`src/rtl/avalon_mm_addr_conv_reg.sv`:
```
// Registered byte-to-word address converter for Avalon-MM with alignment,
// range checking and an optional downstream waitrequest timeout.
module avalon_mm_addr_conv_reg #(
  parameter int ADDR_WIDTH       = 32,
  parameter int OUT_ADDR_WIDTH   = 32,
  parameter int DATA_WIDTH       = 32,
  parameter int BYTEENABLE_WIDTH = DATA_WIDTH / 8,
  parameter int ADDR_SHIFT       = $clog2(BYTEENABLE_WIDTH),
  parameter int CHECK_ALIGN      = 1,
  parameter int TIMEOUT          = 0
) (
  input  logic                        clk,
  input  logic                        rst_n,
  input  logic [ADDR_WIDTH-1:0]       avalon_mm_in_address,
  input  logic [BYTEENABLE_WIDTH-1:0] avalon_mm_in_byteenable,
  input  logic                        avalon_mm_in_read,
  input  logic                        avalon_mm_in_write,
  input  logic [DATA_WIDTH-1:0]       avalon_mm_in_writedata,
  output logic [DATA_WIDTH-1:0]       avalon_mm_in_readdata,
  output logic [1:0]                  avalon_mm_in_response,
  output logic                        avalon_mm_in_waitrequest,
  output logic [OUT_ADDR_WIDTH-1:0]   avalon_mm_out_address,
  output logic [BYTEENABLE_WIDTH-1:0] avalon_mm_out_byteenable,
  output logic                        avalon_mm_out_read,
  output logic                        avalon_mm_out_write,
  output logic [DATA_WIDTH-1:0]       avalon_mm_out_writedata,
  input  logic [DATA_WIDTH-1:0]       avalon_mm_out_readdata,
  input  logic [1:0]                  avalon_mm_out_response,
  input  logic                        avalon_mm_out_waitrequest
);

  localparam int AW_MAX = (ADDR_WIDTH > OUT_ADDR_WIDTH) ? ADDR_WIDTH : OUT_ADDR_WIDTH;
  localparam logic [ADDR_WIDTH-1:0] ALIGN_MASK = ADDR_WIDTH'((64'd1 << ADDR_SHIFT) - 64'd1);
  localparam logic [1:0] RESP_SLVERR = 2'b10;
  localparam logic [1:0] RESP_DECERR = 2'b11;

  typedef enum logic [1:0] {IDLE, ISSUE, DONE} state_t;

  state_t                      state_q, state_d;
  logic [OUT_ADDR_WIDTH-1:0]   out_address_q, out_address_d;
  logic [BYTEENABLE_WIDTH-1:0] out_byteenable_q, out_byteenable_d;
  logic [DATA_WIDTH-1:0]       out_writedata_q, out_writedata_d;
  logic                        out_read_q, out_read_d;
  logic                        out_write_q, out_write_d;
  logic [DATA_WIDTH-1:0]       in_readdata_q, in_readdata_d;
  logic [1:0]                  in_response_q, in_response_d;
  logic [15:0]                 tmo_cnt_q, tmo_cnt_d;

  // Word address widened to cover both sides, so any bit at or above
  // OUT_ADDR_WIDTH marks an unreachable target.
  logic [AW_MAX-1:0] word_ext;
  logic              decode_err;
  logic              align_err;

  assign word_ext   = AW_MAX'(avalon_mm_in_address >> ADDR_SHIFT);
  assign decode_err = |(word_ext >> OUT_ADDR_WIDTH);
  assign align_err  = (CHECK_ALIGN != 0) && ((avalon_mm_in_address & ALIGN_MASK) != '0);

  always_comb begin
    state_d          = state_q;
    out_address_d    = out_address_q;
    out_byteenable_d = out_byteenable_q;
    out_writedata_d  = out_writedata_q;
    out_read_d       = out_read_q;
    out_write_d      = out_write_q;
    in_readdata_d    = in_readdata_q;
    in_response_d    = in_response_q;
    tmo_cnt_d        = tmo_cnt_q;

    case (state_q)
      IDLE: begin
        if (avalon_mm_in_read || avalon_mm_in_write) begin
          if (align_err || (avalon_mm_in_read && avalon_mm_in_write)) begin
            in_readdata_d = '0;
            in_response_d = RESP_SLVERR;
            state_d       = DONE;
          end else if (decode_err) begin
            in_readdata_d = '0;
            in_response_d = RESP_DECERR;
            state_d       = DONE;
          end else begin
            out_address_d    = word_ext[OUT_ADDR_WIDTH-1:0];
            out_byteenable_d = avalon_mm_in_byteenable;
            out_writedata_d  = avalon_mm_in_writedata;
            out_read_d       = avalon_mm_in_read;
            out_write_d      = avalon_mm_in_write;
            tmo_cnt_d        = '0;
            state_d          = ISSUE;
          end
        end
      end
      ISSUE: begin
        if (!avalon_mm_out_waitrequest) begin
          in_readdata_d = out_read_q ? avalon_mm_out_readdata : '0;
          in_response_d = avalon_mm_out_response;
          out_read_d    = 1'b0;
          out_write_d   = 1'b0;
          state_d       = DONE;
        end else if (TIMEOUT != 0) begin
          // Timeout fires on the TIMEOUT-th stalled cycle of this access.
          if (({1'b0, tmo_cnt_q} + 17'd1) == 17'(TIMEOUT)) begin
            in_readdata_d = '0;
            in_response_d = RESP_DECERR;
            out_read_d    = 1'b0;
            out_write_d   = 1'b0;
            state_d       = DONE;
          end else begin
            tmo_cnt_d = tmo_cnt_q + 16'd1;
          end
        end
      end
      DONE:    state_d = IDLE;
      default: state_d = IDLE;
    endcase
  end

  always_ff @(posedge clk or negedge rst_n) begin
    if (!rst_n) begin
      state_q          <= IDLE;
      out_address_q    <= '0;
      out_byteenable_q <= '0;
      out_writedata_q  <= '0;
      out_read_q       <= 1'b0;
      out_write_q      <= 1'b0;
      in_readdata_q    <= '0;
      in_response_q    <= '0;
      tmo_cnt_q        <= '0;
    end else begin
      state_q          <= state_d;
      out_address_q    <= out_address_d;
      out_byteenable_q <= out_byteenable_d;
      out_writedata_q  <= out_writedata_d;
      out_read_q       <= out_read_d;
      out_write_q      <= out_write_d;
      in_readdata_q    <= in_readdata_d;
      in_response_q    <= in_response_d;
      tmo_cnt_q        <= tmo_cnt_d;
    end
  end

  assign avalon_mm_in_waitrequest = (state_q != DONE);
  assign avalon_mm_in_readdata    = in_readdata_q;
  assign avalon_mm_in_response    = in_response_q;
  assign avalon_mm_out_address    = out_address_q;
  assign avalon_mm_out_byteenable = out_byteenable_q;
  assign avalon_mm_out_writedata  = out_writedata_q;
  assign avalon_mm_out_read       = out_read_q;
  assign avalon_mm_out_write      = out_write_q;

endmodule

```
`config.mk`:
```
export PLATFORM = sky130hd
export DESIGN_NAME = avalon_mm_addr_conv_reg
export DESIGN_NICKNAME = d
export VERILOG_FILES = /design/src/rtl/avalon_mm_addr_conv_reg.sv
export SDC_FILE = /design/constraint.sdc
export NUM_CORES = 1
export LEC_CHECK = 0
export BUFFER_PORTS_ARGS = -buffer_cell sky130_fd_sc_hd__buf_2
export CORE_ASPECT_RATIO = 1.2
export CORE_MARGIN = 2
export CORE_UTILIZATION = 32
export CTS_CLUSTER_DIAMETER = 60
export DETAILED_ROUTE_END_ITERATION = 8
export SLEW_MARGIN = 20
export SYNTH_ARGS = -nofsm -noshare
export SYNTH_HDL_FRONTEND = slang
export SYNTH_SLANG_ARGS = --single-unit
export TNS_END_PERCENT = 100
```
`constraint.sdc`:
```
create_clock -name clk -period 2.5 [get_ports clk]
set_input_delay 0.25 -clock clk [delete_from_list [all_inputs] [get_ports clk]]
set_output_delay 0.25 -clock clk [all_outputs]
set_load 0.005 [all_outputs]
```
* Word level (Yosys, flattened, before mapping)
Cells that the tools add are included. Widths: inputs -> output; s select.
Word-level totals: bits in registers 104, latch bits 0, RAM bits 0, ROM bits 0, input port bits 107, output and inout bits 105, logic and storage cells 45, memories kept 0
Operators by class: $add $sub $neg 0, multipliers 0, div/mod/pow operators 0, order comparisons 0, equal/unequal tests 6, shift-type cells 0, muxes and demuxes 20, bitwise gates (word level) 1, reductions and logical operators 10
Operators with widths (number):
- $mux 32 | 4
- $pmux 32 s2 | 1
- $reduce_bool 32->1 | 1
- $mux 2 | 6
- $ne 2x2->1 const B | 5
- $pmux 2 s2 | 2
- $reduce_and 4->1 | 2
- $mux 1 | 5
- $pmux 1 s2 | 2
- $reduce_and 3->1 | 1
- $eq 2x1->1 const B | 1
- $logic_not 2->1 | 1
- $logic_or 1x1->1 | 2
- $reduce_and 2->1 | 1
- $reduce_bool 2->1 | 1
- $logic_and 1x1->1 | 1
- $not 1->1 | 1

* Depth between registers and ports, before layout
depth after elaboration 5, depth in mapped cells 6, depth with buffers taken out 3

* Least setup slack after synthesis
No wires, ideal clock.
kind reg-to-reg, start register state_q[1], end register out_address_q[23] (netlist: avalon_mm_out_address[23]), library setup time 0.125 ns, arrival 1.401 ns, slack 0.974 ns, cell stages (with the launch flop) 7, path buffers 3, clock period less this slack 1.526 ns, cells stage by stage dfrtp_1 -> buf_2 -> nor4_4 -> nand2_2 -> buf_6 -> buf_6 -> mux2_4
Between the ends: cells in the longest elaborated chain, start to end 2
Ends and longest elaborated chain:
- from (decl) | RTL line 39 | state_t state_q, state_d;
- from (signal assigned) | RTL line 129 | state_q <= state_d;
- $logic_not 2->1 | RTL line 70 | case (state_q)
- $reduce_and 3->1 (no line)
- to (signal assigned) | RTL line 130 | out_address_q <= out_address_d;
- to (decl) | RTL line 40 | logic [OUT_ADDR_WIDTH-1:0] out_address_q, out_address_d;
Every way passes these cells. A chain may end at the register's enable or synchronous reset.

* Worst setup path in the final report
start register state_q[1], end register out_address_q[11] (netlist: avalon_mm_out_address[11])
Same word-level chain as after synthesis.

==> metrics <==
Syn Std Cell Area=around 0.0042 mm^2; Post CTS Setup Buffer Count=0; HPWL reported at the end of detailed placement=around 7.3 mm; logic depth of the worst setup path including buffers=4; global router's overall resource usage=0.142; max_cap viols=0; DRC viols=0; number of distinct library cells after synthesis=30; endpoints failing hold=0; die area=0.0139 mm^2; initial core utilization=0.329; Die W=108 um; GR Overflow Total=0; vertical extent of the die=between 100 and 150 um; number of standard-cell rows in the floorplan=45; routed wire length=9.92 mm; P_leak=2.90 nW; Starting DRT DRC Count=between 150 and 200; clock transition at the registers of the reported paths=0.07 ns; fillcell total=between 1000 and 1500; Final Cycle Share=0.756; peak fanout along the critical path=29; worst setup slack after layout=0.609 ns; Port Buffer Count=209; fraction of layout instances using a drive strength above 1=0.573; root buffer cell=clkbuf_16; area of combinational cells with multiple inputs=0.00143 mm^2; dominant cell type by area after synthesis=dfrtp_1; Tightest Pin Transition=0.738 ns; setup repair after global routing missed its margin=no; largest delay contributor family on the critical path=simple AND/OR/NAND/NOR gates; crit path launch type=flop; TritonCTS buffer count=9; Max Root-Sink Buffers=2; FF-to-FF path depth=4; sum of buffers and inverters on the critical path=1; cell types with the largest area share after synthesis=dfrtp_1 63%, mux2_2 15%, nand3_1 4.0%, a21oi_1 3.8%, mux2_4 3.6%; Storage cell area=0.00260 mm^2; post-layout util=0.449; latest clock arrival within the worst-skew pair=between 0.3 and 0.4 ns; number of optimization iterations in the first detailed-route pass=6; number of global-route vias before repair=between 3000 and 4000; required time reported for the critical path endpoint=2.72 ns; worst setup path category=reg -> reg; Max stage delay cell, worst path=dfrtp_1; antenna violation net count after detailed routing=0; number of H-tree levels=3; number of antenna violations at the first check in global routing=0; status=finished clean; kind of path behind the tightest hold check=in -> async; endpoint class of the critical path=flop; average detailed-routed wire length per instance=about 14 um; final total power=approximately 5.3 mW; post-layout min period=about 1.9 ns; first element of the critical path=state_q[1]; Reg2Reg Capture Point=avalon_mm_out_address[11]; post-cts gate resize count=0; maximum clock rate=roughly 530 MHz; Critical Path Max Stage Delay=around 0.52 ns; Worst Clk Skew=0.00766 ns; proportion of synthesized chip area in sequential cells=0.625; max-slew violations=0; TritonCTS clock tree=done; Clock Sink Count=roughly 100; wire length of the first global-routing pass=15.4 mm; Avg Cell Area, Syn=13.0 um^2; register-to-register setup slack=0.61 ns; share of the synthesized area in the top cell type=0.625; largest net degree at the start of global routing=55; io pins=212; Cell Pwr Density=934 mW/mm^2; synthesized instance count=between 300 and 400; Max rail drop VDD=0.000508 V; series of cell instances along the critical path=nor4_4 > nand2_4 > buf_4 > mux2_2; Setup WS pre-CTS=~0.61 ns; Core Area=0.0127 mm^2; area delta synth->final=36.6%; yosys warns=0; FF+latch count, synth=104; # setup viols final=0; detailed-route vias per instance=4.62; diode insertion count for antenna repair=0; setup total negative slack=0 ns; CP Data Arrival Time=2.11 ns; source of the worst register-to-register timing path=state_q[1]; via count=3203; hold buffer count at CTS=0; Setup crit end=avalon_mm_out_address[11]; relative max-transition margin=0.508; final net count=633; placer congestion estimate=0.767
## synthesized netlist by cell type (all sizes together)
cell type	instances
a211oi	1
a21oi	32
and2	1
buf	21
clkbuf	4
conb	1
dfrtp	104
inv	3
mux2	66
mux2i	2
nand2	36
nand2b	1
nand3	33
nand3b	1
nor2	4
nor3b	1
nor4	2
o21a	1
o21ai	2
o21bai	1
o311a	1
o311ai	1
or3b	1
xor2	1
## through the flow
step | cells | hold WS (ns) | instance area [um^2]
3_3_place_gp | 679 | 0.400 | 5380
5_1_grt | 693 | 0.0745 | 5690
3_5_place_dp | 679 | 0.409 | 5380
6_report | 693 | 0.0211 | 5690
4_1_cts | 693 | 0.0363 | 5690
2_1_floorplan | 322 | -0.0456 | 4170
## power breakdown
| group | internal (mW) | total, mW | switching (mW) |
|---|---|---|---|
| Clock | 0.867 | 1.46 | 0.589 |
| Sequential | 2.18 | 2.44 | 0.267 |
| Combinational | 0.819 | 1.41 | 0.591 |
| Total | 3.86 | 5.31 | 1.45 |
## flip-flops by register name (all words and copies together), names as in the netlist
register,count
avalon_mm_out_address,30
avalon_mm_out_byteenable,4
avalon_mm_out_read,1
state_q,2
avalon_mm_in_response,2
avalon_mm_out_write,1
avalon_mm_in_readdata,32
avalon_mm_out_writedata,32
## how the worst min path moves through the flow
stage | start | endpoint | slack [ns] | depth (start not counted)
2_1_floorplan | rst_n | avalon_mm_in_readdata[0] | -0.05 | 0
6_report | rst_n | avalon_mm_in_readdata[8] | 0.02 | 2
3_5_place_dp | rst_n | avalon_mm_in_readdata[9] | 0.41 | 2
4_1_cts | rst_n | avalon_mm_in_readdata[9] | 0.04 | 2
3_3_place_gp | rst_n | avalon_mm_in_readdata[8] | 0.40 | 2
5_1_grt | rst_n | avalon_mm_out_writedata[27] | 0.07 | 2
## per-layer routing
layer,global-route usage,share of wire
met1,0.169,0.39
met2,0.239,0.51
met3,0.0502,0.090
met4,0.0483,0.012
met5,0,0
## cell type report
cell class                      count  share of cell area
Sequential cell                   104               0.457
Multi-Input combinational cell    190               0.252
Timing Repair Buffer              218               0.198
Clock buffer                        9              0.0396
Tap cell                          164              0.0361
Clock inverter                      5              0.0147
Inverter                            3             0.00198
## cell families (layout without fill, tap and decap cells)
group | count (synthesis) | count (layout) | share of synthesized area
AOI/OAI and AO/OA | 39 | 39 | 0.0508
buffers and inverters | 28 | 235 | 0.0361
xor gates and xnor gates | 1 | 1 | 0.00210
and+or+nand+nor | 80 | 80 | 0.0929
muxes | 68 | 68 | 0.192
other | 1 | 2 | 0.000901
DFF | 104 | 104 | 0.625
## layout by cell type, fill, tap and decap left out, types with 2 or more instances in the layout
master / count
clkinvlp_4: 2
nand3_1: 33
buf_4: 9
mux2_4: 10
dfrtp_1: 104
mux2_2: 56
clkbuf_16: 9
conb_1: 2
nor2_1: 4
o21ai_0: 2
mux2i_1: 2
bufinv_16: 2
nand2_1: 35
a21oi_1: 32
inv_1: 3
buf_2: 208
Power figures use the tool's default switching activity.
